### src/rtl/mem_arbiter.sv
// -----------------------------------------------------------------------------
// mem_arbiter
//
// Purpose:
//   Shares one memory port between an instruction-fetch requester and a data
//   (load/store) requester. A three-state FSM (IDLE, BUSY_I, BUSY_D) grants
//   one requester at a time. The winner's address/we/wdata are latched at the
//   grant edge and drive the memory port for the whole access. Completion is
//   signalled by a one-cycle ack and the read data is held afterwards. An
//   8-bit wait counter aborts an access that sees no mem_ready within TMO
//   busy cycles and raises a sticky timeout flag.
//
// Configuration:
//   MEM_ARBITER_RR_EN - when defined, a tie in IDLE goes to the requester not
//                       served last (flag resets to "data", so the first tie
//                       goes to fetch). When undefined, data beats fetch.
//
// Parameters:
//   n   - address/data width of both requesters and the memory port
//   TMO - busy cycles without mem_ready before the access is timed out
//
// Ports:
//   clk, reset            - clock; asynchronous active-high reset
//   if_req/if_addr        - fetch request (level) and address
//   if_rdata/if_ack       - fetched word (held) and one-cycle completion
//   d_req/d_we/d_addr/d_wdata - data request (level), store flag, addr, data
//   d_rdata/d_ack         - load data (held) and one-cycle completion
//   mem_req/mem_we/mem_addr/mem_wdata - memory access strobe and command
//   mem_rdata/mem_ready   - memory read data and completion
//   stall                 - a requester is waiting for its ack
//   timeout               - sticky flag, set when an access timed out
// -----------------------------------------------------------------------------
module mem_arbiter #(
    parameter int unsigned n   = 32,
    parameter int unsigned TMO = 16
) (
    input  logic         clk,
    input  logic         reset,
    input  logic         if_req,
    input  logic [n-1:0] if_addr,
    output logic [n-1:0] if_rdata,
    output logic         if_ack,
    input  logic         d_req,
    input  logic         d_we,
    input  logic [n-1:0] d_addr,
    input  logic [n-1:0] d_wdata,
    output logic [n-1:0] d_rdata,
    output logic         d_ack,
    output logic         mem_req,
    output logic         mem_we,
    output logic [n-1:0] mem_addr,
    output logic [n-1:0] mem_wdata,
    input  logic [n-1:0] mem_rdata,
    input  logic         mem_ready,
    output logic         stall,
    output logic         timeout
);

    typedef enum logic [1:0] {
        IDLE   = 2'd0,
        BUSY_I = 2'd1,
        BUSY_D = 2'd2
    } state_t;

    localparam logic [7:0] TMO_C = 8'(TMO);

    state_t       state_q, state_d;
    logic [n-1:0] addr_q, addr_d;
    logic         we_q, we_d;
    logic [n-1:0] wdata_q, wdata_d;
    logic [7:0]   cnt_q, cnt_d;
    logic [n-1:0] if_rdata_q, if_rdata_d;
    logic [n-1:0] d_rdata_q, d_rdata_d;
    logic         if_ack_q, if_ack_d;
    logic         d_ack_q, d_ack_d;
    logic         timeout_q, timeout_d;
`ifdef MEM_ARBITER_RR_EN
    logic         last_d_q, last_d_d;
`endif

    logic         if_elig;
    logic         d_elig;
    logic         grant_i;
    logic         grant_d;
    logic [7:0]   cnt_inc;

    // A requester whose ack is showing this cycle still has req high; it must
    // not be granted again for the same request.
    always_comb begin
        if_elig = if_req & ~if_ack_q;
        d_elig  = d_req  & ~d_ack_q;
`ifdef MEM_ARBITER_RR_EN
        // Tie goes to fetch when data was served last.
        grant_d = d_elig & (~if_elig | ~last_d_q);
`else
        grant_d = d_elig;
`endif
        grant_i = if_elig & ~grant_d;
    end

    assign cnt_inc = cnt_q + 8'd1;

    always_comb begin
        state_d    = state_q;
        addr_d     = addr_q;
        we_d       = we_q;
        wdata_d    = wdata_q;
        cnt_d      = cnt_q;
        if_rdata_d = if_rdata_q;
        d_rdata_d  = d_rdata_q;
        if_ack_d   = 1'b0;
        d_ack_d    = 1'b0;
        timeout_d  = timeout_q;
`ifdef MEM_ARBITER_RR_EN
        last_d_d   = last_d_q;
`endif

        case (state_q)
            IDLE: begin
                // mem_ready is deliberately ignored here.
                if (grant_d) begin
                    state_d = BUSY_D;
                    addr_d  = d_addr;
                    we_d    = d_we;
                    wdata_d = d_wdata;
                    cnt_d   = 8'd0;
`ifdef MEM_ARBITER_RR_EN
                    last_d_d = 1'b1;
`endif
                end else if (grant_i) begin
                    state_d = BUSY_I;
                    addr_d  = if_addr;
                    we_d    = 1'b0;
                    wdata_d = '0;
                    cnt_d   = 8'd0;
`ifdef MEM_ARBITER_RR_EN
                    last_d_d = 1'b0;
`endif
                end
            end

            BUSY_I, BUSY_D: begin
                if (mem_ready) begin
                    state_d = IDLE;
                    if (state_q == BUSY_D) begin
                        d_rdata_d = mem_rdata;
                        d_ack_d   = 1'b1;
                    end else begin
                        if_rdata_d = mem_rdata;
                        if_ack_d   = 1'b1;
                    end
                end else begin
                    cnt_d = cnt_inc;
                    // The TMO-th busy cycle without mem_ready ends the access
                    // with zero data and a normal ack so the requester unblocks.
                    if (cnt_inc >= TMO_C) begin
                        state_d   = IDLE;
                        timeout_d = 1'b1;
                        if (state_q == BUSY_D) begin
                            d_rdata_d = '0;
                            d_ack_d   = 1'b1;
                        end else begin
                            if_rdata_d = '0;
                            if_ack_d   = 1'b1;
                        end
                    end
                end
            end

            default: begin
                state_d = IDLE;
            end
        endcase
    end

    always_ff @(posedge clk or posedge reset) begin
        if (reset) begin
            state_q    <= IDLE;
            addr_q     <= '0;
            we_q       <= 1'b0;
            wdata_q    <= '0;
            cnt_q      <= 8'd0;
            if_rdata_q <= '0;
            d_rdata_q  <= '0;
            if_ack_q   <= 1'b0;
            d_ack_q    <= 1'b0;
            timeout_q  <= 1'b0;
`ifdef MEM_ARBITER_RR_EN
            last_d_q   <= 1'b1;
`endif
        end else begin
            state_q    <= state_d;
            addr_q     <= addr_d;
            we_q       <= we_d;
            wdata_q    <= wdata_d;
            cnt_q      <= cnt_d;
            if_rdata_q <= if_rdata_d;
            d_rdata_q  <= d_rdata_d;
            if_ack_q   <= if_ack_d;
            d_ack_q    <= d_ack_d;
            timeout_q  <= timeout_d;
`ifdef MEM_ARBITER_RR_EN
            last_d_q   <= last_d_d;
`endif
        end
    end

    // Memory strobe comes straight from the state so an asynchronous reset
    // drops it without waiting for a clock edge.
    assign mem_req   = (state_q != IDLE);
    assign mem_we    = (state_q == BUSY_D) & we_q;
    assign mem_addr  = addr_q;
    assign mem_wdata = wdata_q;

    assign if_rdata  = if_rdata_q;
    assign if_ack    = if_ack_q;
    assign d_rdata   = d_rdata_q;
    assign d_ack     = d_ack_q;
    assign timeout   = timeout_q;

    assign stall     = (if_req & ~if_ack_q) | (d_req & ~d_ack_q);

endmodule

### config.mk
export PLATFORM = sky130hd
export DESIGN_NAME = mem_arbiter
export DESIGN_NICKNAME = d
export VERILOG_FILES = /design/src/rtl/mem_arbiter.sv
export SDC_FILE = /design/constraint.sdc
export NUM_CORES = 1
export LEC_CHECK = 0
export CAP_MARGIN = 20
export CORE_ASPECT_RATIO = 0.5
export CORE_MARGIN = 3
export CORE_UTILIZATION = 40
export CTS_CLUSTER_SIZE = 12
export DETAILED_ROUTE_END_ITERATION = 10
export GPL_TIMING_DRIVEN = 0
export PLACE_DENSITY = 0.83
export SLEW_MARGIN = 20
export SYNTH_ARGS = -nofsm -noshare
export SYNTH_HDL_FRONTEND = slang
export SYNTH_SLANG_ARGS = --single-unit
### constraint.sdc
create_clock -name clk -period 5.3 [get_ports clk]
set_input_delay 0.53 -clock clk [delete_from_list [all_inputs] [get_ports clk]]
set_output_delay 0.53 -clock clk [all_outputs]
set_load 0.02 [all_outputs]
# Word-level counts from Yosys, hierarchy flattened
# Index checks and enable logic that the tools add are counted.
dict set report op_classes {
  mux 31
  reduce_logical 12
  addsub 1
  n_eq_ne 5
  magnitude_cmp 1
  bitwise 10
}
# operator count
set ops {}
lappend ops {{two-way mux 32 bit} 12}
lappend ops {{two-way mux 8 bit} 3}
lappend ops {{case mux 8 bit (2 select lines)} 1}
lappend ops {{AND reduction 3 bit} 4}
lappend ops {{two-way mux 1 bit} 10}
lappend ops {{adder 8 x 1 -> 8 bit (second input constant)} 1}
lappend ops {{>= comparator 8 x 5 -> 1 bit (second input constant)} 1}
lappend ops {{two-way mux 2 bit} 4}
lappend ops {{nonzero test 2 bit} 4}
lappend ops {{inequality test 3 bit (second input constant)} 2}
lappend ops {{NOT 1 bit} 5}
lappend ops {{bitwise AND 1 bit} 4}
lappend ops {{case mux 2 bit (2 select lines)} 1}
lappend ops {{AND reduction 2 bit} 2}
lappend ops {{== test 2 x 1 -> 1 bit (second input constant)} 1}
lappend ops {{== test 2 bit (second input constant)} 1}
lappend ops {{logical NOT 2 bit} 1}
lappend ops {{inequality test 2 bit (second input constant)} 1}
lappend ops {{OR reduction 2 bit} 1}
lappend ops {{bitwise OR 1 bit} 1}
dict set report word_totals {
  inputBits 134
  elab_cells 70
  output_inout_bits 134
  reg_bits 142
}

# Longest topological paths before layout
dict set report logic_depth {
  ltp_word 7
  mapped_depth 9
  ltp_nobuf 6
}

# Worst setup path before layout
# Ideal clock, no wire load.
dict set report synth_path {
  kind {flip-flop to flip-flop}
  start {register state_q[0]}
  end {register addr_q[0], in the netlist mem_addr[0]}
  setup_slack_ps 3460
  synth_period_minus_slack_ps 1840
  setup_time_ps 83
  required_ps 5217
  n_path_buf 3
  t_arrival_ps 1757
  path_stages_with_launch 10
  path_cell_list {dfrtp_1 inv_1 ha_1 inv_1 a21o_1 clkbuf_1 buf_2 buf_1 nand2_1 o21ai_0}
}
dict set report synth_between {
  elab_chain_cells 2
}
# item line
set synth_lines {}
lappend synth_lines {{from (decl)} 67} ;# state_t state_q, state_d;
lappend synth_lines {{from (signal assigned)} 192} ;# state_q <= state_d;
lappend synth_lines {{logical NOT 2 bit} 118} ;# case (state_q)
lappend synth_lines {{AND reduction 2 bit (no line)} --}
lappend synth_lines {{to (signal assigned)} 193} ;# addr_q <= addr_d;
lappend synth_lines {{to (decl)} 68} ;# logic [n-1:0] addr_q, addr_d;
# No other way between the ends.
# A chain may end at the register's enable or synchronous reset.

# Worst setup path in the final report
dict set report layout_path {
  start {input port d_req}
  end {output port stall}
}
dict set report layout_between {
  elab_chain_cells 2
}
# item line
set layout_lines {}
lappend layout_lines {{from (decl)} 43} ;# input logic d_req,
lappend layout_lines {{bitwise AND 1 bit} 221} ;# assign stall = (if_req & ~if_ack_q) | (d_req & ~d_ack_q);
lappend layout_lines {{bitwise OR 1 bit} 221}
lappend layout_lines {{to (decl)} 55} ;# output logic stall,
# No other way between the ends.

==> results.yml <==
outcome:
  status: "finished clean"
yosys:
  synth_seq_cells: 142
  synth_edf_count: 0
  ys.warnings.count: 0
  synth_flop_cell: "dfrtp_1"
  syn_area_um2: 6530
  synth_cell_types: 39
  synthArstFlopShare_pct: 100
  synth_most_common_cell: "dfrtp_1"
  synth_common_cells: "142 x dfrtp_1, 71 x inv_1, 70 x nand2_1"
  yosys-top-cells-area: "dfrtp_1 54%, mux2i_1 5.4%, o21ai_2 5.4%"
  synth_area_leader_cell: "dfrtp_1"
  syn_avg_cell_area_um2: 9.62
  yosysSeqAreaShare_pct: 54.4
  synth_cells: 679
  synth_nets: 816
  yosysTopAreaCellShare_pct: 54.4
placed_design:
  gp_congestion: 0.813
  dp.cells: 1167
  port_buffers: 266
  pre_cts_ws_ps: 2580
  dp_hpwl_um: 14900
setup_path:
  crit_path_start_kind: "input port"
  worstPathArrival_ps: 1940
  setup.worst_path.end_class: "primary output"
  r2r-end: "mem_addr[30]$_DFFE_PP0P_"
  crit_type: "input port to primary output"
  r2r_start: "state_q[0]$_DFFE_PP0P_"
  reg2regPathDepth: 9
  r2r_slack_ps: 2940
  crit_path_frequent_cell: "clkdlybuf4s50_1"
  crit_fanout: 7
  slowest_stage: "clkdlybuf4s50_1"
  critPathRequiredTime_ps: 4770
  cp_slowest_stage_delay_ps: 620
  path_cells: "clkdlybuf4s50_1 > nand2b_1 > nand2_1 > clkdlybuf4s50_1"
die:
  die_area_um2: 18000
  io_pins: 268
  dieWidth_um: 187
  rows: 32
  chipHeight_um: 96.4
  core-area_um2: 15700
  start_util_pct: 41.6
global_routing:
  gr-usage-met2_pct: 39.3
  grt_max_degree: 76
  grt-ovfl-total: 0
  grt_pass1_vias: 6060
  antenna_found_initial: 0
  busiest_layer: "met2"
  track_usage_pct: 21.7
  use_met3_pct: 3.16
  met1_usage_pct: 27.6
  grt_pass1_wl_um: 31700
final_layout:
  fill_cells: 1281
  instances_no_fill: 1197
  syn2layout_area_growth_pct: 55.4
  final_layout_size_suffix_gt1_share_pct: 8.71
  nets: 1102
  num_antenna_cells: 0
  seq_area_um2: 3550
  multiInputGateArea_um2: 2500
drt:
  first_iter_violations: 346
  postRouteAntennaNets: 0
  wl_per_cell_um: 16.6
  drcViolationCount: 0
  vias_per_cell: 4.99
  vias: 5971
  first_pass_iters: 5
  wirelength_um: 19900
power_and_ir_drop:
  power_density_nw_per_um2: 637
  p_leak_uw: 0.00459
  peakVddDrop_uv: 277
clock_tree:
  cts_tree: "done"
  cts_hold_buf: 0
  htreeDepth: 4
  clk_latency_ps: 410
  cts_buffers: 17
  cts.sinks: 142
  clk_pin_slew_ps: 60
  cts_buffer_depth: 2
  root_buffer: "clkbuf_16"
  cts_setup_buffers: 0
  cts-resized-gates: 0
sta:
  finalSetupViolations: 0
  max_freq_mhz: 404
  clock_skew_ps: 9.29
  post-route-period-util_pct: 46.7
  period_minus_slack_ps: 2470
  hold_viol_final: 0
  slew_headroom_pct: 58.3
  final_max_slew_viol_count: 0
  timing.final.ws_setup_ps: 2830
  setup-tns-final_ps: 0
  worst_pin_slew_ps: 626
  rsz0062_at_grt: "false"
hold_path:
  hp-class: "flip-flop to flip-flop"
  hold_start: "timeout$_DFFE_PP0P_"
  hold_end: "timeout$_DFFE_PP0P_"
  whs_path_depth: 1
flow_run:
  max_cap_violations: 0
==> state kept, by name, summed over array words and instances, names as in the netlist, 2 cells and up <==
register,count
mem_wdata,32
state_q,2
if_rdata,32
cnt_q,8
mem_addr,32
d_rdata,32
==> kinds of logic (layout without fill, tap and decap cells) <==
kind of cell,count (synthesis),count (layout),share of synthesized area [%]
buffers and inverters,116,413,7.37
DFF,142,142,54.4
muxes,35,35,5.36
xor gates and xnor gates,2,2,0.268
adders and majority gates,3,3,0.575
AOI/OAI and AO/OA,220,220,22.0
and+or+nand+nor,161,161,9.98
==> layer usage <==
layer  routed length [µm]  vias to the layer above  share of wire, %
li1                     -                     2852                 -
met1                 8640                     2930                43
met2                10200                      165                51
met3                  715                       24               3.6
met4                  312                        0               1.6
met5                    0                        -                 0
==> per-stage QoR <==
stage	utilization [%]	area (µm²)	hold WS [ps]	total power (µW)
after floorplan	-	6530	465	3690
after global placement	60.3	9470	446	5080
after detailed placement	60.6	9510	456	5200
after CTS	64.7	10100	472	6520
after global routing	64.7	10100	478	6870
final	64.7	10100	468	6470
==> critical path: cells and delay by family <==
kind | cells | cell delay (ps)
AND/OR/NAND/NOR | 2 | 320
buffers and inverters | 2 | 1090
==> power breakdown <==
group / internal, µW / switching, µW / total [µW]
combinational: 1440 / 1810 / 3250
clock: 855 / 457 / 1310
sequential: 1580 / 333 / 1910
total: 3870 / 2600 / 6470
==> cell usage in the layout, fill, tap and decap left out, drive strengths merged, types with 35 or more instances in the layout <==
cell type | Yosys | layout
clkdlybuf4s50 | 0 | 266
dfrtp | 142 | 142
o21ai | 101 | 101
inv | 71 | 71
nand2 | 70 | 70
nor2 | 68 | 68
a21oi | 66 | 66
clkbuf | 30 | 49
mux2i | 35 | 35
a22o | 35 | 35
==> how the worst max path moves through the flow <==
stage | slack, ps | startpoint | cells past startpoint | endpoint
3_5_place_dp | 2580 | d_req | 8 | mem_addr[30]$_DFFE_PP0P_
5_1_grt | 2710 | state_q[0]$_DFFE_PP0P_ | 9 | mem_addr[30]$_DFFE_PP0P_
4_1_cts | 2820 | d_req | 4 | stall
6_report | 2830 | d_req | 4 | stall
3_3_place_gp | -980 | reset | 2 | if_rdata[23]$_DFFE_PP0P_
2_1_floorplan | 960 | reset | 1 | cnt_q[0]$_DFFE_PP0P_
==> area by class of cell <==
| type | count | share of cell area [%] |
|---|---|---|
| Sequential cell | 142 | 35.0 |
| Timing Repair Buffer | 267 | 26.5 |
| Multi-Input combinational cell | 421 | 24.6 |
| Clock buffer | 19 | 4.46 |
| Tap cell | 221 | 2.72 |
| Inverter | 71 | 2.70 |
| Buffer | 45 | 2.12 |
| Clock inverter | 11 | 1.87 |
No activity file was read; power rests on OpenSTA's default activity.
